--- src/rtl/bnn_mon_pkg.sv ---
// rtl/bnn_mon_pkg.sv - shared types and constants for the BNN result monitor
package bnn_mon_pkg;

    typedef enum logic [1:0] {
        ST_RUN   = 2'd0,
        ST_CHECK = 2'd1,
        ST_DONE  = 2'd2
    } mon_state_t;

    localparam logic [3:0] IDX_INVALID = 4'hF;
    localparam int         NUM_PAGES   = 3;

    // Live LED view while classifying: match, invalid, spare, predicted digit.
    function automatic logic [7:0] live_led(input logic match,
                                            input logic invalid,
                                            input logic [3:0] y_idx);
        return {match, invalid, 2'b00, y_idx};
    endfunction

endpackage

--- src/rtl/onehot10_decode.sv ---
// rtl/onehot10_decode.sv - 10-bit one-hot to digit index decode, invalid unless exactly one bit set
module onehot10_decode
    import bnn_mon_pkg::*;
(
    input  logic [9:0] onehot,
    output logic [3:0] idx,
    output logic       valid
);

    logic [3:0] ones;
    logic [3:0] pos;

    always_comb begin
        ones = 4'd0;
        pos  = 4'd0;
        for (int i = 0; i < 10; i++) begin
            if (onehot[i]) begin
                ones = ones + 4'd1;
                pos  = 4'(i);
            end
        end
        valid = (ones == 4'd1);
        idx   = valid ? pos : IDX_INVALID;
    end

endmodule

--- src/rtl/bnn_result_monitor.sv ---
// rtl/bnn_result_monitor.sv - scores BNN predictions against targets and pages totals onto LEDs
module bnn_result_monitor
    import bnn_mon_pkg::*;
#(
    parameter int SAMPLES  = 100,
    parameter int CNT_W    = 16,
    parameter int DISP_DIV = 50_000_000
) (
    input  logic             clk,
    input  logic             rst,
    input  logic [9:0]       vec_y,
    input  logic [9:0]       vec_t,
    input  logic             vec_valid,
    output logic             vec_ready,
    input  logic             start,
    output logic [CNT_W-1:0] correct_cnt,
    output logic [CNT_W-1:0] total_cnt,
    output logic [CNT_W-1:0] invalid_cnt,
    output logic             done,
    output logic [7:0]       led
);

    localparam int PRESC_W = (DISP_DIV > 1) ? $clog2(DISP_DIV) : 1;

    mon_state_t         state;
    logic [9:0]         y_q;
    logic [9:0]         t_q;
    logic               last_match;
    logic               last_invalid;
    logic [3:0]         last_y_idx;
    logic [1:0]         page;
    logic [PRESC_W-1:0] presc;

    logic [3:0]         y_idx;
    logic [3:0]         t_idx;
    logic               y_ok;
    logic               t_ok;
    logic               match;
    logic               invalid;
    logic [CNT_W-1:0]   correct_n;
    logic [CNT_W-1:0]   total_n;
    logic [CNT_W-1:0]   invalid_n;
    logic [1:0]         page_n;

    onehot10_decode u_dec_y (.onehot(y_q), .idx(y_idx), .valid(y_ok));
    onehot10_decode u_dec_t (.onehot(t_q), .idx(t_idx), .valid(t_ok));

    always_comb begin
        invalid   = !(y_ok && t_ok);
        match     = y_ok && t_ok && (y_idx == t_idx);
        total_n   = total_cnt + CNT_W'(1);
        correct_n = correct_cnt + (match ? CNT_W'(1) : CNT_W'(0));
        invalid_n = invalid_cnt + (invalid ? CNT_W'(1) : CNT_W'(0));
        page_n    = (page == 2'(NUM_PAGES - 1)) ? 2'd0 : page + 2'd1;
    end

    function automatic logic [7:0] page_led(input logic [1:0] p,
                                            input logic [CNT_W-1:0] c,
                                            input logic [CNT_W-1:0] t,
                                            input logic [CNT_W-1:0] inv);
        case (p)
            2'd0:    return c[7:0];
            2'd1:    return t[7:0];
            default: return inv[7:0];
        endcase
    endfunction

    // Every output is a register; led is loaded with the view matching the next state.
    always_ff @(posedge clk) begin
        if (rst) begin
            state        <= ST_RUN;
            vec_ready    <= 1'b1;
            done         <= 1'b0;
            led          <= 8'h00;
            correct_cnt  <= '0;
            total_cnt    <= '0;
            invalid_cnt  <= '0;
            y_q          <= '0;
            t_q          <= '0;
            last_match   <= 1'b0;
            last_invalid <= 1'b0;
            last_y_idx   <= 4'd0;
            page         <= 2'd0;
            presc        <= '0;
        end else begin
            case (state)
                ST_RUN: begin
                    if (vec_valid) begin
                        y_q       <= vec_y;
                        t_q       <= vec_t;
                        state     <= ST_CHECK;
                        vec_ready <= 1'b0;
                    end
                end
                ST_CHECK: begin
                    correct_cnt  <= correct_n;
                    total_cnt    <= total_n;
                    invalid_cnt  <= invalid_n;
                    last_match   <= match;
                    last_invalid <= invalid;
                    last_y_idx   <= y_idx;
                    if (total_n == CNT_W'(SAMPLES)) begin
                        state <= ST_DONE;
                        done  <= 1'b1;
                        page  <= 2'd0;
                        presc <= '0;
                        led   <= correct_n[7:0];
                    end else begin
                        state     <= ST_RUN;
                        vec_ready <= 1'b1;
                        led       <= live_led(match, invalid, y_idx);
                    end
                end
                ST_DONE: begin
                    if (start) begin
                        correct_cnt <= '0;
                        total_cnt   <= '0;
                        invalid_cnt <= '0;
                        page        <= 2'd0;
                        presc       <= '0;
                        state       <= ST_RUN;
                        vec_ready   <= 1'b1;
                        done        <= 1'b0;
                        led         <= live_led(last_match, last_invalid, last_y_idx);
                    end else if (presc == PRESC_W'(DISP_DIV - 1)) begin
                        presc <= '0;
                        page  <= page_n;
                        led   <= page_led(page_n, correct_cnt, total_cnt, invalid_cnt);
                    end else begin
                        presc <= presc + PRESC_W'(1);
                    end
                end
                default: begin
                    state     <= ST_RUN;
                    vec_ready <= 1'b1;
                    done      <= 1'b0;
                end
            endcase
        end
    end

endmodule

--- config.mk ---
export PLATFORM = sky130hd
export DESIGN_NAME = bnn_result_monitor
export DESIGN_NICKNAME = d
export VERILOG_FILES = /design/src/rtl/bnn_mon_pkg.sv /design/src/rtl/onehot10_decode.sv /design/src/rtl/bnn_result_monitor.sv
export SDC_FILE = /design/constraint.sdc
export NUM_CORES = 1
export LEC_CHECK = 0
export BUFFER_PORTS_ARGS = -buffer_cell sky130_fd_sc_hd__clkbuf_2
export CAP_MARGIN = 20
export CORE_UTILIZATION = 25
export CTS_BUF_LIST = sky130_fd_sc_hd__clkbuf_2
export DETAILED_ROUTE_END_ITERATION = 12
export REMOVE_ABC_BUFFERS = 1
export SETUP_SLACK_MARGIN = 0.1
export SLEW_MARGIN = 10
export SYNTH_ARGS = -nofsm -noshare
export SYNTH_HDL_FRONTEND = slang
export SYNTH_SLANG_ARGS = --single-unit
--- constraint.sdc ---
create_clock -name clk -period 22.7 [get_ports clk]
set_input_delay 5.675 -clock clk [delete_from_list [all_inputs] [get_ports clk]]
set_output_delay 5.675 -clock clk [all_outputs]
set_load 0.05 [all_outputs]
==> results of run 1 <==
-- registers in the layout, summed over array words and instances, names as in the netlist --
name          cells
vec_ready         1
done              1
invalid_cnt      16
led               8
y_q              10
t_q              10
total_cnt        16
last_match        1
page              2
last_invalid      1
last_y_idx        4
state             2
correct_cnt      16
presc            26
-- kinds of logic after synthesis --
kind of cell / after synthesis
AOI/OAI and AO/OA: 252
xor gates and xnor gates: 66
adders and majority gates: 28
buffers and inverters: 105
DFF: 114
muxes: 17
and+or+nand+nor: 411
-- worst max path at each step --
stage                                        end  slack (ns)  cells past startpoint
finish              correct_cnt[12]$_SDFFE_PP0P_       14.26                     35
global placement             led[6]$_SDFFE_PP0P_       14.61                     35
floorplan           correct_cnt[12]$_SDFFE_PP0P_       15.10                     35
detailed placement  correct_cnt[12]$_SDFFE_PP0P_       14.32                     35
CTS                          led[6]$_SDFFE_PP0P_       14.30                     35
global route                 led[6]$_SDFFE_PP0P_       13.69                     35
-- cells in the mapped netlist (all sizes together) (8+ instances only) --
master	count
a21oi	93
inv	32
o31ai	13
or2	8
and2	14
o21ai	47
a211oi	10
a22oi	8
a31oi	10
nand2	113
o211ai	11
mux2i	13
nand2b	8
nor3	29
xor2	26
or4	12
ha	28
o21a	9
or3	17
clkbuf	53
xnor2	30
a311oi	10
dfxtp	114
and3	20
nor2	100
buf	20
nand3	38
nand4	18
-- worst max-delay path: cells and delay by family (launching register included) --
kind | cells | cell delay, ns
buf+inv | 3 | 0.20
flops | 1 | 0.42
simple gates | 7 | 1.37
fa+ha+maj | 10 | 2.83
xor+xnor | 2 | 0.32
compound gates | 10 | 2.45
mux | 3 | 0.84
-- metal layers --
metal | GRT usage | routed length, um | vias to the layer above
met3 | 0.0294 | 933 | 32
li1 | - | - | 3644
met2 | 0.228 | 10000 | 151
met4 | 0.0481 | 420 | 0
met1 | 0.168 | 9530 | 3459
met5 | 0 | 0 | -
-- area by class of cell --
type | instances | area [um^2]
diodes | 1 | 2.50
clock buffers | 17 | 85.1
clock inverters | 15 | 174
fillers | 3195 | 21300
inverters | 32 | 120
multi-input cells | 774 | 4920
flip-flops and latches | 114 | 2280
well taps | 390 | 488
repair buffers | 87 | 453
-- power by group through the flow --
stage               Combinational, mW  Sequential (mW)  Clock, mW
floorplan                      0.0881            0.229          0
detailed placement              0.132            0.221          0
finish                          0.132            0.217      0.152
global placement                0.129            0.221          0
global route                    0.147            0.219      0.166
CTS                             0.132            0.217      0.156
-- per-stage QoR --
| stage | util | instances | setup WS, ns |
|---|---|---|---|
| 2_1_floorplan | - | 920 | 15.10 |
| 3_3_place_gp | 0.277 | 1397 | 14.61 |
| 3_5_place_dp | 0.277 | 1397 | 14.32 |
| 4_1_cts | 0.285 | 1429 | 14.30 |
| 5_1_grt | 0.286 | 1430 | 13.69 |
| 6_report | 0.286 | 1430 | 14.26 |
==> results by group, run 1 <==
Run status
  • Status: completed

Clock network
  • TritonCTS Buffers: 17
  • # clock sinks: 114
  • H-tree Lvls: 4
  • TritonCTS clock tree: done
  • Clock Tree Buf Depth: 2
  • Post-CTS sizing: 0
  • Hold_buf cts: 0
  • Worst-skew pair later-pin latency: 0.77 ns
  • Clk root buf: clkbuf_2
  • Buffers inserted by post-CTS timing repair: 0
  • Clk pin slew, worst setup/hold paths: 0.22 ns

Global routing
  • Total track usage: 0.135
  • Vias in the first global route: 6715
  • Initial antenna violation count: 1
  • First-pass GRT wire length: 34100 um
  • Pin count of the biggest net entering global routing: 60
  • GRT overflow: 0

Die
  • Row count: 63
  • I/O pins: 82
  • Starting Density: 0.256
  • Chip height: 177 um
  • Area of the die: 0.0312 mm^2
  • Die X: 177 um
  • Core ar.: 0.0299 mm^2

STA
  • Rel. slew slack: 0.346
  • Setup total negative slack: 0 ns
  • Final setup vio count: 0
  • Hold Vio Cnt, Final: 0
  • Worst-margin pin slew: 0.981 ns
  • Final hold slack: 0.490 ns
  • Worst Skew: 0.0635 ns
  • Period utilisation layout: 0.372
  • RSZ-0062 raised after global routing: false
  • Period minus WS final: 8.44 ns
  • Peak Freq: 0.118 GHz
  • Slew Limit Fails: 0

Synth
  • Post-Syn Area: 0.00763 mm^2
  • Post-synthesis simple-gate area fraction: 0.267
  • Synthesis warning total: 0
  • EDFF count, synth: 0
  • Main flop type after synthesis: dfxtp_1
  • Synth Area in Compound Gates: 0.212
  • Synth area leaders: dfxtp_1, a21oi_1, nand2_1
  • Mapped Cells: 993
  • Xor and xnor area share after synthesis: 0.0965
  • Mux share of post-synthesis cell area: 0.0229
  • Asr flop ratio synth: 0
  • Yosys cell types: 73
  • Seq cells post-synth: 114
  • Post-synth top area cell: dfxtp_1
  • Seq/Total Area, Yosys: 0.299
  • Adder-cell share of the synthesized area: 0.0459
  • Synth top area share: 0.299
  • Combinational family with the most area after synthesis: simple AND/OR/NAND/NOR gates
  • Mean Syn Cell Area: 7.69 um^2

Pwr
  • Flop pwr share: 0.433
  • Power per cell area: 58.7 mW/mm^2
  • Logic pwr share: 0.263
  • Net Sw Power: 190 uW
  • Total Power: 501 uW
  • LEAKAGE: 3.18 nW
  • Sw Share: 0.379
  • P_int: 311 uW
  • Clock power frac: 0.304
  • Worst VDD drop: 0.0247 mV

Worst hold path
  • Hold path cells: 2
  • Hold Crit Class: flop to flop
  • Hold_sp: t_q[0]$_SDFFE_PP0P_
  • Hold Path End: t_q[0]$_SDFFE_PP0P_

Final layout
  • Area delta synth->final: 11.7%
  • Most common cell after layout, fill and taps aside: dfxtp_1
  • Final cell area excluding filler cells: 0.00853 mm^2
  • Fin nets: 1078
  • Most frequent cells in the layout: dfxtp_1, nand2_1, nor2_1, clkbuf_2, a21oi_1
  • Share of cells above drive strength 1: 0.142

Setup path
  • Slowest-stage cell, CP: a2111oi_0
  • Worst setup EP type: flop
  • Worst endpoint required time: 23.39 ns
  • Critical path peak fanout: 11
  • Max stage delay on crit path: 0.49 ns
  • R2r setup slk: 14.26 ns
  • Worst Setup Path Type: flop to flop
  • CP Launch Point: y_q[1]$_SDFFE_PP0P_
  • Data arrival time of the worst path: 9.13 ns
  • Most used cell, CP: ha_1
  • R2r startpoint: y_q[1]$_SDFFE_PP0P_
  • Critical Path Start Type: flop
  • FF-to-FF path depth: 35
  • RR Endpoint: correct_cnt[12]$_SDFFE_PP0P_

Run
  • Max cap viols: 0

Placement
  • Dpl hpwl: 14900 um
  • Placed Area: 0.00827 mm^2
  • Number of port buffers: 81
  • Final Wtd Congestion: 0.834

Detailed routing
  • WL/cell: 14.6 um
  • Vias: 7286
  • Post-DR vias/cell: 5.10
  • Routed Antenna Nets: 0
  • Initial DRC count: 495
  • Final wirelength: 20900 um
  • # DRC: 0
  • DRT Pass-1 Iters: 5
No activity file was read; power rests on OpenSTA's default activity.
==> inputs of run 2 (changes only) <==
Clock period 22.7 ns to 7.55 ns, I/O delays scaled along.
==> run 2 against run 1 <==
Via count is 0.21% higher. Global-route usage barely moved. Clock power is 140% higher. Die area unchanged. Register-to-register slack worse by 14 ns. Worst setup slack got worse by 14 ns. Combinational power rose to 3.6 times the previous value. Sequential power grew to 3.0 times the previous value. Critical path type unchanged.
==> results by group, run 2 (synthesized netlist as in run 1, its figures left out) <==
Die
  • I/O pins: 82 (unchanged)
  • Area of the die: 0.0312 mm^2 (unchanged)
  • Die X: 177 um (unchanged)
  • Starting Density: 0.256 (unchanged)
  • Core ar.: 0.0299 mm^2 (unchanged)
  • Chip height: 177 um (unchanged)
  • Row count: 63 (unchanged)

Detailed routing
  • # DRC: 0 (unchanged)
  • Final wirelength: 21200 um (+1.3%)
  • WL met3: 850 um (-8.9%)
  • Met1 Wirelength: 9490 um (-0.48%)
  • Highest metal used: met4
  • Met2 routed WL: 10300 um (+2.7%)
  • Routed Antenna Nets: 0 (unchanged)
  • Initial DRC count: 477 (-3.6%)
  • Vias: 7301 (+0.21%)
  • WL/cell: 14.7 um (+0.34%)
  • DRT Pass-1 Iters: 5 (unchanged)
  • Post-DR vias/cell: 5.06 (-0.77%)

Placement
  • Placed Area: 0.00834 mm^2 (+0.82%)
  • Final Wtd Congestion: 0.858 (+3.0%)
  • Number of port buffers: 81 (unchanged)
  • Placed cell count: 1406 (+0.64%)
  • Dpl hpwl: 14900 um (+0.37%)

Global routing
  • GRT overflow: 0 (unchanged)
  • Vias in the first global route: 6823 (+1.6%)
  • Total track usage: 0.135 (-0.000395)
  • Initial antenna violation count: 1 (unchanged)
  • First-pass GRT wire length: 34300 um (+0.42%)
  • Pin count of the biggest net entering global routing: 79 (+32%)

Clock network
  • TritonCTS Buffers: 17 (unchanged)
  • Worst-skew pair later-pin latency: 0.72 ns (-0.05 ns)
  • Hold_buf cts: 0 (unchanged)
  • Clk pin slew, worst setup/hold paths: 0.18 ns (-0.04 ns)
  • Clk root buf: clkbuf_2
  • # clock sinks: 114 (unchanged)
  • TritonCTS clock tree: done
  • H-tree Lvls: 4 (unchanged)
  • Clock Tree Buf Depth: 2 (unchanged)

STA
  • Worst Skew: 0.0253 ns (-0.0382 ns)
  • Period utilisation layout: 0.959 (+0.587)
  • Hold Vio Cnt, Final: 0 (unchanged)
  • Slew Limit Fails: 0 (unchanged)
  • Final setup vio count: 0 (unchanged)
  • Worst-margin pin slew: 1.00 ns (+0.0221 ns)
  • Rel. slew slack: 0.331 (-0.0147)
  • Period minus WS final: 7.24 ns (-1.20 ns)
  • Peak Freq: 0.138 GHz (+17%)

Final layout
  • Most common cell after layout, fill and taps aside: nand2_1
  • Sequential cell area: 0.00229 mm^2 (+0.22%)
  • Final Non-Filler Cells: 1444 (+0.98%)
  • Most frequent cells in the layout: nand2_1, dfxtp_1, clkbuf_2, nor2_1, a21oi_1
  • Area delta synth->final: 16.0%
  • Area of the multi-input gates: 0.00520 mm^2 (+5.5%)
  • Number of flip-flops in the largest register: 26 (unchanged)
  • Fill count: 3162 (-1.0%)
  • Biggest register: presc
  • Fin nets: 1092 (+1.3%)
  • Final cell area excluding filler cells: 0.00886 mm^2 (+3.8%)
  • Share of cells above drive strength 1: 0.194 (+0.0513)

Setup path
  • Slowest-stage cell, CP: dfxtp_2
  • Worst Setup Path Type: flop to flop
  • Max stage delay on crit path: 0.40 ns (-0.09 ns)
  • Worst Path Buf+Inv: 3 (unchanged)
  • Worst endpoint required time: 8.18 ns (-15.21 ns)
  • Critical Path Start Type: flop
  • Cell family with most CP delay: adder cells
  • Most used cell, CP: ha_4
  • Data arrival time of the worst path: 7.88 ns (-1.25 ns)
  • Critical path peak fanout: 4 (-7)
  • Worst setup EP type: flop

Worst hold path
  • Hold Crit Class: flop to flop

Run status
  • Status: completed

Run
  • Max cap viols: 0 (unchanged)

Pwr
  • Worst VDD drop: 0.0758 mV (+210%)
  • LEAKAGE: 3.25 nW (+2.2%)
  • Power per cell area: 169 mW/mm^2 (+190%)
  • Total Power: 1.49 mW (+200%)
## run 2: power breakdown
group	switching [mW]	internal (mW)	total [mW]
logic	0.276	0.194	0.470
clock network	0.257	0.115	0.371
registers	0.0292	0.623	0.653
total	0.562	0.932	1.49
## run 2: what timing repair did
| item | CTS | global route |
|---|---|---|
| pin swaps | 2 | 22 |
| buffers inserted | 1 | 4 |
| resized for setup | 8 | 52 |
| setup endpoints to repair | 19 | 36 |
## run 2: per-layer routing
metal | vias to the layer above | track usage
li1 | 3670 | -
met1 | 3488 | 0.166
met2 | 108 | 0.227
met3 | 35 | 0.0275
met4 | 0 | 0.0560
met5 | - | 0
## run 2: path summary, 6_finish.rpt
check	cells past startpoint	slack [ns]	from	endpoint
worst min-delay path	2	0.49	t_q[0]$_SDFFE_PP0P_	t_q[0]$_SDFFE_PP0P_
worst max-delay path	35	0.31	y_q[1]$_SDFFE_PP0P_	led[7]$_SDFFE_PP0P_
worst max register to register	35	0.31	y_q[1]$_SDFFE_PP0P_	led[7]$_SDFFE_PP0P_
worst min register to register	2	0.49	t_q[0]$_SDFFE_PP0P_	t_q[0]$_SDFFE_PP0P_
## run 2: layout make-up
type	instances	share of cell area
diodes	1	0.000283
clock buffers	17	0.00961
clock inverters	15	0.0133
inverters	32	0.0138
multi-input cells	774	0.587
flip-flops and latches	114	0.258
well taps	390	0.0551
repair buffers	101	0.0630
## run 2: worst reg2reg max path, delay by kind of cell (launching register included)
| kind | cells | cell delay (ns) |
|---|---|---|
| fa+ha+maj | 9 | 2.37 |
| buf+inv | 3 | 0.13 |
| xor+xnor | 3 | 0.42 |
| flops | 1 | 0.40 |
| compound gates | 11 | 2.04 |
| mux | 3 | 0.85 |
| simple gates | 6 | 0.96 |
## run 2: through the flow
step	hold slack, ns	setup TNS [ns]	util	setup WS [ns]
2_1_floorplan	0.447	-0.103	-	-0.0530
3_3_place_gp	0.458	0	0.279	0.0930
3_5_place_dp	0.467	-0.532	0.279	-0.152
4_1_cts	0.492	0	0.287	0.124
5_1_grt	0.510	-0.0106	0.296	-0.0106
6_report	0.486	0	0.296	0.307
==> inputs of run 3 (changes only) <==
Settings changed: SYNTH_HIERARCHICAL from default to 1.
==> run 3 against run 2 <==
Via count decreased by 0.66%. Maximum frequency increased by 1.8%. Power increased by 7.7%. Combinational power about the same. Global-route usage increased by 0.20 points. Worst setup slack improved by 0.13 ns. Synthesized cell count decreased by 1.9%. Die area decreased by 0.11%. Sequential power about the same. Hold slack got worse by 0.0057 ns. Core utilization about the same. First-iteration DRC count decreased by 12%. Critical endpoint is now correct_cnt[10]$_SDFFE_PP0P_.
==> results by group, run 3 <==
Clock network
  • H-tree Lvls: 4 (unchanged)
  • Worst-skew pair later-pin latency: 0.72 ns (about the same)
  • TritonCTS clock tree: done
  • Clock Tree Buf Depth: 2 (unchanged)
  • TritonCTS Buffers: 17 (unchanged)
  • Clk pin slew, worst setup/hold paths: 0.18 ns (about the same)
  • # clock sinks: 114 (unchanged)
  • Clk root buf: clkbuf_2

Setup path
  • Worst Setup Path Type: flop to flop
  • Worst Path Buf+Inv: 3 (unchanged)
  • Levels on crit path: 36 (+2.9%)
  • Most used cell, CP: ha_1
  • FF-to-FF path depth: 36 (+2.9%)
  • Worst setup EP type: flop
  • Slowest-stage cell, CP: or3_4
  • Cell family with most CP delay: adder cells
  • Critical path peak fanout: 5 (+1)
  • Critical Path Start Type: flop
  • Worst endpoint required time: 8.21 ns (+0.03 ns)
  • Max stage delay on crit path: 0.44 ns (+0.04 ns)
  • Data arrival time of the worst path: 7.77 ns (-0.11 ns)

STA
  • RSZ-0062 raised after global routing: false
  • Period minus WS final: 7.12 ns (-0.127 ns)
  • Peak Freq: 0.141 GHz (+1.8%)
  • Period utilisation layout: 0.943 (-0.0168)
  • Rel. slew slack: 0.354 (+0.0227)
  • Worst setup margin: 0.434 ns (+0.127 ns)
  • Slew Limit Fails: 0 (unchanged)
  • Worst-margin pin slew: 0.961 ns (-0.0423 ns)
  • Hold Vio Cnt, Final: 0 (unchanged)
  • Final hold slack: 0.480 ns (-0.00569 ns)
  • Final setup vio count: 0 (unchanged)
  • Worst Skew: 0.0313 ns (+0.00592 ns)

Die
  • Starting Density: 0.256 (+0.000382)
  • Die X: 177 um (about the same)
  • Row count: 63 (unchanged)
  • Chip height: 177 um (about the same)
  • Area of the die: 0.0312 mm^2 (-0.11%)
  • Core ar.: 0.0298 mm^2 (-0.26%)
  • I/O pins: 82 (unchanged)

Synth
  • Post-synth top area cell: dfxtp_1
  • Seq cells post-synth: 114 (unchanged)
  • Main flop type after synthesis: dfxtp_1
  • EDFF count, synth: 0 (unchanged)
  • Synth top area share: 0.299 (+0.000343)
  • Seq/Total Area, Yosys: 0.299 (+0.000343)
  • Post-Syn Area: 0.00763 mm^2 (-0.11%)
  • Most numerous cell in the Yosys netlist: nand2_1
  • Synthesis warning total: 6 (+6)
  • Mean Syn Cell Area: 7.83 um^2 (+1.8%)
  • Asr flop ratio synth: 0 (unchanged)
  • Mapped Cells: 974 (-1.9%)
  • Most frequent cells after synthesis: nand2_1, dfxtp_1, nor2_1, a21oi_1, o21ai_0
  • Yosys cell types: 86 (+18%)
  • Synth area leaders: dfxtp_1, nand2_1, a21oi_1

Final layout
  • Utilization after layout: 0.297 (about the same)
  • Most frequent cells in the layout: nand2_1, dfxtp_1, clkbuf_2, nor2_1, a21oi_1
  • Number of flip-flops in the largest register: 26 (unchanged)
  • Final cell area excluding filler cells: 0.00884 mm^2 (-0.20%)
  • Share of cells above drive strength 1: 0.198 (+0.00473)
  • Biggest register: presc
  • Most common cell after layout, fill and taps aside: nand2_1
  • Area delta synth->final: 15.9% (about the same)
  • Fin nets: 1077 (-1.4%)

Global routing
  • Vias in the first global route: 6654 (-2.5%)
  • Initial antenna violation count: 1 (unchanged)
  • GRT overflow: 0 (unchanged)
  • Gr busiest metal: met2
  • GRT met1 Usage: 0.169 (+0.00336)
  • Total track usage: 0.137 (+0.00203)
  • Met3 Track Usage GR: 0.0337 (+0.00623)
  • Pin count of the biggest net entering global routing: 71 (-10%)
  • First-pass GRT wire length: 34400 um (+0.44%)
  • Met2 usage: 0.225 (-0.00212)

Placement
  • Placed Area: 0.00830 mm^2 (-0.44%)
  • Number of port buffers: 81 (unchanged)
  • Place WS: -0.0435 ns (+0.108 ns)
  • Final Wtd Congestion: 0.821 (-4.4%)
  • Dpl hpwl: 14900 um (-0.12%)

Pwr
  • LEAKAGE: 3.21 nW (-1.0%)
  • Power per cell area: 182 mW/mm^2 (+7.9%)
  • Worst VDD drop: 0.0738 mV (-2.6%)

Detailed routing
  • Final wirelength: 21500 um (+1.5%)
  • # DRC: 0 (unchanged)
  • Routed Antenna Nets: 0 (unchanged)
  • DRT Pass-1 Iters: 5 (unchanged)
  • Vias: 7253 (-0.66%)
  • Post-DR vias/cell: 5.08 (+0.39%)
  • Initial DRC count: 422 (-12%)
  • WL/cell: 15.0 um (+2.6%)

Worst hold path
  • Hold path cells: 2 (unchanged)
  • Hold Crit Class: flop to flop

Run
  • Max cap viols: 0 (unchanged)

Run status
  • Status: completed
==> run 3: changes by cell type in the layout (fill, tap and decap cells not counted), sizes merged, moves of 7 or more <==
cell	previous run	this run
nand2	113	127
xnor2	30	37
o211ai	11	4
mux2i	13	21
xor2	26	14
nand4	18	31
and2	14	4
==> run 3: kinds of logic (layout without fill, tap and decap cells) <==
family,Yosys count,in the layout,synth area share
and+or+nand+nor,412,412,0.273
AOI/OAI and AO/OA,243,243,0.209
DFF,114,114,0.299
buffers and inverters,92,156,0.0492
xor gates and xnor gates,57,57,0.0855
muxes,29,29,0.0394
adders and majority gates,27,27,0.0443
other,0,1,0
==> run 3: tightest hold or removal path: cells and delay by family, from the launching register on <==
family | cells | cell delay (ns)
simple gates | 1 | 0.05
compound gates | 1 | 0.05
flops | 1 | 0.36
==> run 3: cell type report <==
cell class | instances | area, um^2
fill | 3199 | 21000
multi-input combinational | 768 | 5150
tap | 390 | 488
inverter | 28 | 105
antenna | 1 | 2.50
clock inverter | 13 | 184
sequential | 114 | 2290
timing repair buffer | 97 | 528
clock buffer | 18 | 90.1
==> run 3: metrics by stage <==
| stage | TNS [ns] | std cells | power, mW |
|---|---|---|---|
| 6_report | 0 | 1429 | 1.61 |
| 2_1_floorplan | 0 | 910 | 0.972 |
| 4_1_cts | 0 | 1419 | 1.57 |
| 3_3_place_gp | 0 | 1387 | 1.07 |
| 3_5_place_dp | -0.0435 | 1387 | 1.07 |
| 5_1_grt | 0 | 1429 | 1.71 |
==> run 3: timing repair <==
action / CTS / global route
endpoints found under the setup margin: 9 / 19
resized for setup: 3 / 38
pin swaps: 2 / 17
setup buffers: 1 / 8
hold buffers: 0 / 0
==> run 3: worst paths after layout <==
check | start | end | slack, ns
max | t_q[0]$_SDFFE_PP0P_ | correct_cnt[10]$_SDFFE_PP0P_ | 0.43
min | y_q[0]$_SDFFE_PP0P_ | y_q[0]$_SDFFE_PP0P_ | 0.48
max reg2reg | t_q[0]$_SDFFE_PP0P_ | correct_cnt[10]$_SDFFE_PP0P_ | 0.43
min reg2reg | y_q[0]$_SDFFE_PP0P_ | y_q[0]$_SDFFE_PP0P_ | 0.48
==> run 3: per-layer routing <==
metal,part of all wire,up-vias
met5,0,-
met1,0.46,3458
met3,0.042,29
li1,-,3643
met2,0.48,123
met4,0.026,0
==> run 3: power by group <==
part / switching, mW / internal, mW
Clock: 0.267 / 0.219
Sequential: 0.0299 / 0.622
Combinational: 0.271 / 0.200
